===== src/rtl/dmem_wait.sv =====
// Word-addressed data memory with a programmable access latency.
// Holds the CPU with a stall handshake until each aligned access completes.
module dmem_wait #(
  parameter int n       = 32,
  parameter int DEPTH   = 6,
  parameter int LATENCY = 2
) (
  input  logic         clk,
  input  logic         reset,
  input  logic         memread,
  input  logic         memwrite,
  input  logic [n-1:0] addr,
  input  logic [n-1:0] writedata,
  output logic [n-1:0] readdata,
  output logic         stall,
  output logic         misalign
);

  localparam logic [1:0] IDLE     = 2'd0;
  localparam logic [1:0] ACCESS   = 2'd1;
  localparam logic [1:0] DONE     = 2'd2;
  localparam logic [3:0] CNT_INIT = 4'(LATENCY - 1);

  generate
    if (LATENCY < 1 || LATENCY > 15) begin : g_bad_latency
      $error("dmem_wait: LATENCY must be in 1..15");
    end
  endgenerate

  logic [1:0]       state;
  logic [3:0]       cnt;
  logic [DEPTH-1:0] idx_q;
  logic [n-1:0]     data_q;
  logic             wr_q;
  logic [n-1:0]     mem [2**DEPTH];

  logic             req;
  logic             aligned;
  logic             accept;
  logic             finish;
  logic             op_wr;
  logic [DEPTH-1:0] in_idx;
  logic [DEPTH-1:0] op_idx;
  logic [n-1:0]     op_data;
  logic             unused_addr;

  assign unused_addr = ^addr[n-1:DEPTH+2];
  assign in_idx      = addr[DEPTH+1:2];
  assign req         = memread | memwrite;
  assign aligned     = (addr[1:0] == 2'b00);
  assign accept      = reset && (state == IDLE) && req && aligned;

  // With LATENCY=1 the access completes on the accepting edge, before anything is latched.
  assign finish  = (accept && (LATENCY == 1)) || (reset && (state == ACCESS) && (cnt == 4'd1));
  assign op_wr   = (state == IDLE) ? memwrite  : wr_q;
  assign op_idx  = (state == IDLE) ? in_idx    : idx_q;
  assign op_data = (state == IDLE) ? writedata : data_q;

  assign stall    = accept || (reset && (state == ACCESS));
  assign misalign = reset && (state == IDLE) && req && !aligned;

  always_ff @(posedge clk or negedge reset) begin
    if (!reset) begin
      state    <= IDLE;
      cnt      <= 4'd0;
      idx_q    <= '0;
      data_q   <= '0;
      wr_q     <= 1'b0;
      readdata <= '0;
    end else begin
      case (state)
        IDLE: begin
          if (accept) begin
            idx_q  <= in_idx;
            data_q <= writedata;
            wr_q   <= memwrite;
            cnt    <= CNT_INIT;
            state  <= (LATENCY == 1) ? DONE : ACCESS;
          end
        end
        ACCESS: begin
          cnt <= cnt - 4'd1;
          if (cnt == 4'd1) state <= DONE;
        end
        DONE:    state <= IDLE;
        default: state <= IDLE;
      endcase
      if (finish && !op_wr) readdata <= mem[op_idx];
    end
  end

  // Storage is deliberately not reset; finish is already gated off while reset is low.
  always_ff @(posedge clk) begin
    if (finish && op_wr) mem[op_idx] <= op_data;
  end

endmodule

===== config.mk =====
export PLATFORM = sky130hd
export DESIGN_NAME = dmem_wait
export DESIGN_NICKNAME = d
export VERILOG_FILES = /design/src/rtl/dmem_wait.sv
export SDC_FILE = /design/constraint.sdc
export NUM_CORES = 2
export LEC_CHECK = 0
export BUFFER_PORTS_ARGS = -buffer_cell sky130_fd_sc_hd__buf_2
export CAP_MARGIN = 5
export CELL_PAD_IN_SITES_DETAIL_PLACEMENT = 1
export CELL_PAD_IN_SITES_GLOBAL_PLACEMENT = 2
export CORE_ASPECT_RATIO = 1.5
export CORE_MARGIN = 5
export CORE_UTILIZATION = 43
export DETAILED_ROUTE_END_ITERATION = 16
export PLACE_DENSITY = 0.81
export SYNTH_ARGS = -nofsm -noshare
export SYNTH_HDL_FRONTEND = slang
export SYNTH_SLANG_ARGS = --single-unit

===== constraint.sdc =====
create_clock -name clk -period 3.52 [get_ports clk]
set_clock_uncertainty 0.1 [all_clocks]
set_input_delay 0.528 -clock clk [delete_from_list [all_inputs] [get_ports clk]]
set_output_delay 0.528 -clock clk [all_outputs]
set_load 0.005 [all_outputs]

==> results_dict.tcl <==
set metrics [dict create \
    totalWireLength_um 326000 \
    cts_tree "built" \
    max_freq_mhz 283 \
    root_buffer "clkbuf_16" \
    routedWlPerCell_um 40.1 \
    rsz0062_at_grt "false" \
    slowest_delay_ns 0.80 \
    dp_slack_ns -0.214 \
    p_sw_share_pct 33.2 \
    vias_per_cell 6.68 \
    p_per_area_mw_per_mm2 751 \
    crit_path_max_fanout 16 \
    layout_commonest_cell "edfxtp_1" \
    final_hold_viol_count 0 \
    cts.sinks 2125 \
    drv_slew 0 \
    reg2reg_slack_ns -0.02 \
    synth_edf_count 2048 \
    period_share_pct 101 \
    async_reset_ff_share_pct 3.62 \
    power.sequential.fraction_pct 44.1 \
    die_h_um 541 \
    syn_inst 5072 \
    drtIter0Drc 8009 \
    p_clk_share_pct 28.4 \
    crit_path_frequent_cell "a31oi_1" \
    cp_data_arrival_time_ns 4.20 \
    crit_buf_inv 1 \
    dr.pass1.iters 8 \
    grt_pass1_vias 56300 \
    critPathKind "register to register" \
    required_ns 4.18 \
    final_antenna_net_count 0 \
    clk_pin_slew_ns 0.07 \
    slew_headroom_pct 8.01 \
    syn2layout_area_growth_pct 18.5 \
    dieArea_mm2 0.197 \
    netlist_area_mm2 0.0808 \
    ir_worst_vdd_mv 0.688 \
    port_buffers 77 \
    ys.flop_type "edfxtp_1" \
    start_kind "register" \
    layout-drive-gt1-share_pct 17.6 \
    place_inst 7752 \
    ys_warn_count 0 \
    p_int_uw 48100 \
    cts_buffer_depth 4 \
    stdcell_count 8139 \
    min_path_type "primary input to register" \
    numCtsBuffers 192 \
    grt-ovfl-total 0 \
    htree_num_levels 4 \
    crit_slowest_cell "nor2_4" \
    layout_common_cells "edfxtp_1, nand2_1, o21ai_0" \
    fill_cells 17500 \
    finalWorstSetupSlack_ns -0.0178 \
    core_area_mm2 0.188 \
    drv_cap 0 \
    final_core_util_pct 51.0 \
    fin_setup_tns_ns -0.0178 \
    grt_max_degree 80 \
    synth_nets 5142 \
    num_rows 195 \
    ys_types 70 \
    dpl.hpwl_um 198000 \
    avgSynthCellArea_um2 15.9 \
    endpoint_kind "register" \
    status "finished with violations" \
    die_x_um 364 \
    period_minus_slack_ns 3.54 \
    antenna_found_initial 13 \
    tightest_slew_ns 1.38 \
    initial_utilization_pct 43.1 \
    drc 0 \
    p_leak_uw 0.0311 \
    p_comb_share_pct 27.5 \
    critical_path.top_delay_family "simple AND/OR/NAND/NOR gates" \
    layout.nets 5593 \
    pin_count 102 \
    yosysSeqAreaShare_pct 78.5 \
    vias 54400 \
    synth_seq_cells 2125 \
    power_switching_uw 23900 \
    grt_usage_pct 32.5 \
    cp_cell_sequence "or2_1, nor2_4, buf_4, o21ai_0, and4_1, a31oi_1, nor4_1, a31oi_1" \
    clk_latency_ns 0.83 \
    violations "negative setup slack" \
    grt_first_pass_wirelength_um 446000 \
    gp_congestion 0.901 \
    setup_viol 1 \
]
==> state kept, by name, summed over array words and instances (netlist names) <==
signal and flops:
wr_q 1, mem 2048, idx_q 6, cnt 4, readdata 32, state 2, data_q 32
==> layer usage <==
layer	up-vias	share of wire, %	GRT usage [%]
li1	20900	-	-
met1	27900	31	36.9
met2	4293	48	53.6
met3	1325	11	6.70
met4	0	10	25.7
met5	-	0	0
==> synth_stat cells (18+ instances only) <==
library cell | instances | area (um^2)
edfxtp_1 | 2048 | 61500
nand2_1 | 653 | 2450
o21ai_0 | 334 | 1670
a22oi_1 | 291 | 2180
a21oi_1 | 281 | 1410
mux2i_1 | 203 | 2030
nor2_1 | 169 | 634
buf_2 | 147 | 736
clkbuf_1 | 96 | 360
a221oi_1 | 91 | 797
a31oi_1 | 80 | 500
dfrtp_1 | 77 | 1930
mux2_2 | 76 | 856
o22ai_1 | 71 | 444
nand4_1 | 58 | 363
nand3_1 | 37 | 185
buf_4 | 33 | 248
buf_1 | 29 | 109
nor3_1 | 28 | 140
o21a_1 | 28 | 210
a2111oi_0 | 22 | 193
a222oi_1 | 22 | 220
a22o_1 | 22 | 193
o211ai_1 | 22 | 165
nor4_1 | 18 | 113
==> cells by family (layout without fill, tap and decap cells) <==
| kind of cell | Yosys count | after routing | share of synthesized area, % |
|---|---|---|---|
| flops | 2125 | 2125 | 78.5 |
| compound gates | 1335 | 1335 | 10.7 |
| simple gates | 1009 | 1010 | 5.24 |
| buf+inv | 318 | 915 | 1.92 |
| mux | 282 | 282 | 3.63 |
| fa+ha+maj | 2 | 2 | 0.0310 |
| xor+xnor | 1 | 1 | 0.0108 |
| other cells | 0 | 7 | 0 |
==> stage by stage <==
stage	total power (uW)	hold slack, ns	area [um^2]
2_1_floorplan	41200	0.132	80800
3_3_place_gp	50700	0.377	89400
3_5_place_dp	51400	0.392	89400
4_1_cts	71600	0.116	95700
5_1_grt	73700	0.173	95800
6_report	72000	0.136	95800
==> power by group through the flow <==
stage	Combinational (uW)	Clock [uW]	Sequential, uW
after floorplan	9240	0	31900
after global placement	18500	0	32200
after detailed placement	19100	0	32200
after CTS	19300	20500	31700
after global routing	20300	21700	31700
final	19800	20500	31700
==> final timing paths <==
kind,endpoint,start,depth (start not counted)
setup / recovery,readdata[21]$_DFFE_PN0P_,idx_q[1]$_DFFE_PN0P_,8
hold / removal,cnt[2]$_DFFE_PN0P_,addr[1],4
setup reg to reg,readdata[21]$_DFFE_PN0P_,idx_q[1]$_DFFE_PN0P_,8
hold reg to reg,data_q[8]$_DFFE_PN0P_,data_q[8]$_DFFE_PN0P_,1
max in group asynchronous,readdata[2]$_DFFE_PN0P_,reset,3
min in group asynchronous,data_q[24]$_DFFE_PN0P_,reset,3
==> worst reg2reg max path, cell delays in order (launching register included) <==
cell and delay, ns:
dfrtp_1 0.50, or2_1 0.46, nor2_4 0.80, buf_4 0.45
o21ai_0 0.22, and4_1 0.26, a31oi_1 0.41, nor4_1 0.11
a31oi_1 0.18
==> final cells by class <==
| class | count | area, um^2 | share of cell area [%] |
|---|---|---|---|
| diodes | 7 | 17.5 | 0.0183 |
| clock buffers | 253 | 5230 | 5.46 |
| clock inverters | 88 | 704 | 0.736 |
| inverters | 6 | 22.5 | 0.0235 |
| multi-input cells | 2630 | 16700 | 17.4 |
| flip-flops and latches | 2125 | 63400 | 66.2 |
| well taps | 2462 | 3080 | 3.22 |
| repair buffers | 568 | 6620 | 6.92 |
==> timing repair <==
action,CTS,global route
hold buffers,37,0
gates resized for setup,8,4
buffers inserted,0,1
setup endpoints to repair,6,9
cloned,1,0
pin swaps,1,1
hold endpoints to repair,113,0
Note: power is estimated with default switching activity, not from simulation.
